[src/rtl/fpu_op_sequencer.sv]
// fpu_op_sequencer
//   Hardware initiator for the FPU. Accepts one operation request over a
//   valid/ready port, registers the operands onto the FPU inputs, pulses
//   fpu_start_o for one cycle, then waits a fixed LATENCY and captures the
//   FPU result into a valid/ready response port. Only one operation is in
//   flight at a time. Running counts are kept of completed responses and of
//   those that carried an error or overflow flag.
//
// Ports
//   clk_i, rst_i               clock, synchronous active-high reset
//   req_valid_i / req_ready_o  request handshake
//   req_a_i, req_b_i           IEEE-754 single operands
//   req_sel_i, req_round_i     op select / rounding mode, passed through
//   fpu_a_o .. fpu_round_o     registered operands to the FPU
//   fpu_start_o                one-cycle start pulse to the FPU
//   fpu_y_i, fpu_overflow_i,
//   fpu_error_i                FPU result and flags
//   rsp_valid_o / rsp_ready_i  response handshake
//   rsp_y_o, rsp_overflow_o,
//   rsp_error_o                captured FPU result and flags
//   busy_o                     high whenever not idle
//   op_count_o, err_count_o    wrapping completion / error counters

module fpu_op_sequencer #(
  parameter int LATENCY = 10,
  parameter int CNT_W   = 16
) (
  input  logic             clk_i,
  input  logic             rst_i,
  input  logic             req_valid_i,
  output logic             req_ready_o,
  input  logic [31:0]      req_a_i,
  input  logic [31:0]      req_b_i,
  input  logic [1:0]       req_sel_i,
  input  logic [1:0]       req_round_i,
  output logic [31:0]      fpu_a_o,
  output logic [31:0]      fpu_b_o,
  output logic [1:0]       fpu_sel_o,
  output logic [1:0]       fpu_round_o,
  output logic             fpu_start_o,
  input  logic [31:0]      fpu_y_i,
  input  logic             fpu_overflow_i,
  input  logic             fpu_error_i,
  output logic             rsp_valid_o,
  input  logic             rsp_ready_i,
  output logic [31:0]      rsp_y_o,
  output logic             rsp_overflow_o,
  output logic             rsp_error_o,
  output logic             busy_o,
  output logic [CNT_W-1:0] op_count_o,
  output logic [CNT_W-1:0] err_count_o
);

  // Wait counter only has to hold LATENCY-1; keep at least one bit so a
  // LATENCY of 1 still elaborates.
  localparam int WCW = (LATENCY > 1) ? $clog2(LATENCY) : 1;
  localparam logic [WCW-1:0] WAIT_LOAD = WCW'(LATENCY - 1);

  typedef enum logic [1:0] {
    IDLE  = 2'd0,
    ISSUE = 2'd1,
    WAIT  = 2'd2,
    RESP  = 2'd3
  } state_t;

  state_t           state_q, state_d;
  logic [WCW-1:0]   wait_q, wait_d;
  logic             req_ready_q, req_ready_d;
  logic             busy_q, busy_d;
  logic [31:0]      fpu_a_q, fpu_a_d;
  logic [31:0]      fpu_b_q, fpu_b_d;
  logic [1:0]       fpu_sel_q, fpu_sel_d;
  logic [1:0]       fpu_round_q, fpu_round_d;
  logic             fpu_start_q, fpu_start_d;
  logic             rsp_valid_q, rsp_valid_d;
  logic [31:0]      rsp_y_q, rsp_y_d;
  logic             rsp_overflow_q, rsp_overflow_d;
  logic             rsp_error_q, rsp_error_d;
  logic [CNT_W-1:0] op_count_q, op_count_d;
  logic [CNT_W-1:0] err_count_q, err_count_d;

  // Next-state logic. Every output is a register, so the decisions for the
  // following cycle's outputs (ready, busy, start, valid) are made here
  // together with the state transition.
  always_comb begin
    state_d        = state_q;
    wait_d         = wait_q;
    req_ready_d    = req_ready_q;
    busy_d         = busy_q;
    fpu_a_d        = fpu_a_q;
    fpu_b_d        = fpu_b_q;
    fpu_sel_d      = fpu_sel_q;
    fpu_round_d    = fpu_round_q;
    fpu_start_d    = 1'b0;
    rsp_valid_d    = rsp_valid_q;
    rsp_y_d        = rsp_y_q;
    rsp_overflow_d = rsp_overflow_q;
    rsp_error_d    = rsp_error_q;
    op_count_d     = op_count_q;
    err_count_d    = err_count_q;

    unique case (state_q)
      IDLE: begin
        if (req_valid_i && req_ready_q) begin
          fpu_a_d     = req_a_i;
          fpu_b_d     = req_b_i;
          fpu_sel_d   = req_sel_i;
          fpu_round_d = req_round_i;
          fpu_start_d = 1'b1;
          req_ready_d = 1'b0;
          busy_d      = 1'b1;
          state_d     = ISSUE;
        end
      end

      // The count runs from the ISSUE edge, so a load of LATENCY-1 lands the
      // capture exactly LATENCY edges later; LATENCY==1 loads 0 and captures
      // on the first WAIT edge without a special case.
      ISSUE: begin
        wait_d  = WAIT_LOAD;
        state_d = WAIT;
      end

      WAIT: begin
        if (wait_q == '0) begin
          rsp_y_d        = fpu_y_i;
          rsp_overflow_d = fpu_overflow_i;
          rsp_error_d    = fpu_error_i;
          rsp_valid_d    = 1'b1;
          state_d        = RESP;
        end else begin
          wait_d = wait_q - WCW'(1);
        end
      end

      // Ready is only raised for the cycle after the handshake, so no request
      // can be taken in the same cycle the response retires.
      RESP: begin
        if (rsp_ready_i) begin
          rsp_valid_d = 1'b0;
          op_count_d  = op_count_q + CNT_W'(1);
          if (rsp_error_q || rsp_overflow_q) begin
            err_count_d = err_count_q + CNT_W'(1);
          end
          req_ready_d = 1'b1;
          busy_d      = 1'b0;
          state_d     = IDLE;
        end
      end

      default: begin
        state_d     = IDLE;
        req_ready_d = 1'b1;
        busy_d      = 1'b0;
        rsp_valid_d = 1'b0;
      end
    endcase
  end

  // State registers. Reset aborts any operation in flight and drops a
  // pending response without touching it into the counters.
  always_ff @(posedge clk_i) begin
    if (rst_i) begin
      state_q        <= IDLE;
      wait_q         <= '0;
      req_ready_q    <= 1'b1;
      busy_q         <= 1'b0;
      fpu_a_q        <= '0;
      fpu_b_q        <= '0;
      fpu_sel_q      <= '0;
      fpu_round_q    <= '0;
      fpu_start_q    <= 1'b0;
      rsp_valid_q    <= 1'b0;
      rsp_y_q        <= '0;
      rsp_overflow_q <= 1'b0;
      rsp_error_q    <= 1'b0;
      op_count_q     <= '0;
      err_count_q    <= '0;
    end else begin
      state_q        <= state_d;
      wait_q         <= wait_d;
      req_ready_q    <= req_ready_d;
      busy_q         <= busy_d;
      fpu_a_q        <= fpu_a_d;
      fpu_b_q        <= fpu_b_d;
      fpu_sel_q      <= fpu_sel_d;
      fpu_round_q    <= fpu_round_d;
      fpu_start_q    <= fpu_start_d;
      rsp_valid_q    <= rsp_valid_d;
      rsp_y_q        <= rsp_y_d;
      rsp_overflow_q <= rsp_overflow_d;
      rsp_error_q    <= rsp_error_d;
      op_count_q     <= op_count_d;
      err_count_q    <= err_count_d;
    end
  end

  assign req_ready_o    = req_ready_q;
  assign busy_o         = busy_q;
  assign fpu_a_o        = fpu_a_q;
  assign fpu_b_o        = fpu_b_q;
  assign fpu_sel_o      = fpu_sel_q;
  assign fpu_round_o    = fpu_round_q;
  assign fpu_start_o    = fpu_start_q;
  assign rsp_valid_o    = rsp_valid_q;
  assign rsp_y_o        = rsp_y_q;
  assign rsp_overflow_o = rsp_overflow_q;
  assign rsp_error_o    = rsp_error_q;
  assign op_count_o     = op_count_q;
  assign err_count_o    = err_count_q;

endmodule
[config.mk]
export PLATFORM = sky130hd
export DESIGN_NAME = fpu_op_sequencer
export DESIGN_NICKNAME = d
export VERILOG_FILES = /design/src/rtl/fpu_op_sequencer.sv
export SDC_FILE = /design/constraint.sdc
export NUM_CORES = 1
export LEC_CHECK = 0
export CAP_MARGIN = 20
export CORE_AREA = 3 3 144 104
export CTS_CLUSTER_SIZE = 25
export DETAILED_ROUTE_END_ITERATION = 6
export DIE_AREA = 0 0 147 107
export PLACE_DENSITY_LB_ADDON = 0.15
export RECOVER_POWER = 25
export SYNTH_ARGS = -nofsm -noshare
export SYNTH_HDL_FRONTEND = slang
export SYNTH_SLANG_ARGS = --single-unit
[constraint.sdc]
create_clock -name clk_i -period 3.75 [get_ports clk_i]
set_input_delay 0.5625 -clock clk_i [delete_from_list [all_inputs] [get_ports clk_i]]
set_output_delay 0.5625 -clock clk_i [all_outputs]
set_load 0.01 [all_outputs]
==> reports/results.ini <==
[run_status]
status=completed

[yosys]
synth_cells=674
yosysWarnings=0
syn_avg_cell_area_um2=8.11
synth-seq-area-share=0.527
synth-seq-cells=144
synth_area_leaders=dfxtp_1 53%, nand2_1 15%, a21oi_1 11%
yosysTopAreaCell=dfxtp_1
synth_cell_type_count=43
synth-edff-count=0
ys_dominant_reg_cell=dfxtp_1
async_reset_ff_frac=0
syn_nets=788
synth_top_area_frac=0.527
syn-cell-area_um2=5470

[placed_design]
portBuffers=243
hpwl_mm=11.6
gp_congestion=0.764

[timing]
post-route-period-util=0.689
maxSlewViolCount=0
max_freq_mhz=387
setup_tns_ns=0
max-slew-margin-rel=0.0879
finalHoldViolCount=0
timing.final.crit_period_ns=2.58
tightestPinTransition_ns=1.36
rsz0062_at_grt=false
setup_viol=0
fin_skew_ns=0.00895

[global_route]
grt_max_degree=76
first_global_vias=5211
grt_overflow=0
grt_antenna_before_repair=0
grt_usage=0.207
grt_pass1_wl_mm=26.2

[critical_path]
critPathLaunchType=register
cp_cell_sequence=inv_1 -> ha_1 -> nand3_1 -> buf_4 -> nand2_1 -> a21oi_1
crit_fanout=36
slowest_stage=nand3_1
cp_data_arrival_time_ns=2.84
cp-end-kind=register
crit_type=reg -> reg
max_stage_delay_ns=0.97
required_ns=4.01

[floorplan]
io-pin-count=244
die_w_um=147
core_region_area_um2=13800
die_area_um2=15700
num_rows=36
initial_utilization=0.397
die_h_um=107

[routing]
dr.pass1.iters=4
drc_errors=0
wirelength_mm=16.5
vias=5341
viasPerCell=4.83
drt_iter0_drc=290
wl_per_cell_um=14.9
postRouteAntennaNets=0

[clock_network]
cts_buffer_depth=2
cts_made_buffers=17
clock_latency_ns=0.42
cts_tree=built
ctsHoldBuffers=0
cts-htree-levels=4
post_cts_buffers=0
clk_pin_slew_ns=0.06
cts_sinks=144
root_buffer=clkbuf_16
cts_resized=0

[finish]
antenna_cells=0
fin_util=0.626
layout_common_cells=215 x nand2_1, 189 x clkdlybuf4s50_1, 144 x dfxtp_1
fin_nets=1016
drive_gt1_frac=0.0481
syn2layout_area_growth_pct=57.8
final_common_cell=nand2_1

[pwr]
leakage_uw=0.00324
vdd_drop_max_v=0.000394
power_density_nw_per_um2=587

[flow_run]
drv_cap=0

[min_path]
hold_path.class=reg -> reg

synth_stat cells, types with 4 or more instances:
library cell and count:
nor2_1 30, and4_1 4, nand3_1 14, buf_2 6
nand2_1 215, a21oi_1 118, nor3_1 7, nor4_1 4
inv_1 10, ha_1 8, xnor2_1 4, clkbuf_1 33
dfxtp_1 144, xor2_1 16, nand4_1 10, o21ai_0 9
flip-flops by register name, indices dropped and copies added (netlist names), 2 cells and up:
signal	flops
err_count_o	16
fpu_a_o	32
fpu_b_o	32
fpu_round_o	2
fpu_sel_o	2
op_count_o	16
rsp_y_o	32
state_q	2
wait_q	4
area by class of cell:
type,instances,area [um^2]
fillers,1189,5150
flip-flops and latches,144,2880
repair buffers,252,2500
multi-input cells,477,2360
clock buffers,22,454
well taps,190,238
clock inverters,10,160
inverters,10,37.5
worst max-delay path, delay by kind of cell (launching register included):
kind                       cells  cell delay (ns)
and+or+nand+nor                2             1.07
DFF                            1             0.34
AOI/OAI and AO/OA              1             0.06
buffers and inverters          2             0.69
adders and majority gates      1             0.26
per-layer routing:
metal	share of wire	vias to the layer above	global-route usage
li1	-	2693	-
met1	0.44	2449	0.250
met2	0.46	170	0.337
met3	0.083	29	0.0811
met4	0.020	0	0.0751
met5	0	-	0
worst paths after layout:
kind / startpoint / endpoint / slack (ns) / cells after the start
setup / recovery: state_q[0] / fpu_b_o[25] / 1.17 / 6
hold / removal: fpu_b_o[1] / fpu_b_o[1] / 0.45 / 2
setup reg to reg: state_q[0] / fpu_b_o[25] / 1.17 / 6
hold reg to reg: fpu_b_o[1] / fpu_b_o[1] / 0.45 / 2
report_power, final:
group | internal, uW | switching [uW] | total (uW)
logic | 659 | 741 | 1400
clock network | 1130 | 632 | 1760
registers | 1770 | 136 | 1900
total | 3560 | 1510 | 5060
through the flow:
stage,std cells,area (um^2),total power [uW],hold WS (ns),worst slack [ns]
floorplan,674,5470,2650,0.481,1.89
detailed placement,1073,8050,3400,0.446,1.01
global route,1105,8630,5340,0.465,0.867
global placement,1073,8050,3350,0.442,1.02
CTS,1105,8660,5180,0.454,1.45
finish,1105,8630,5060,0.449,1.17
kinds of logic after synthesis:
group	count (synthesis)	share of synthesized area
compound gates	142	0.141
xor+xnor	20	0.0320
fa+ha+maj	8	0.0183
buf+inv	53	0.0391
flops	144	0.527
mux	2	0.00366
simple gates	305	0.238
Note: power is estimated with default switching activity, not from simulation.
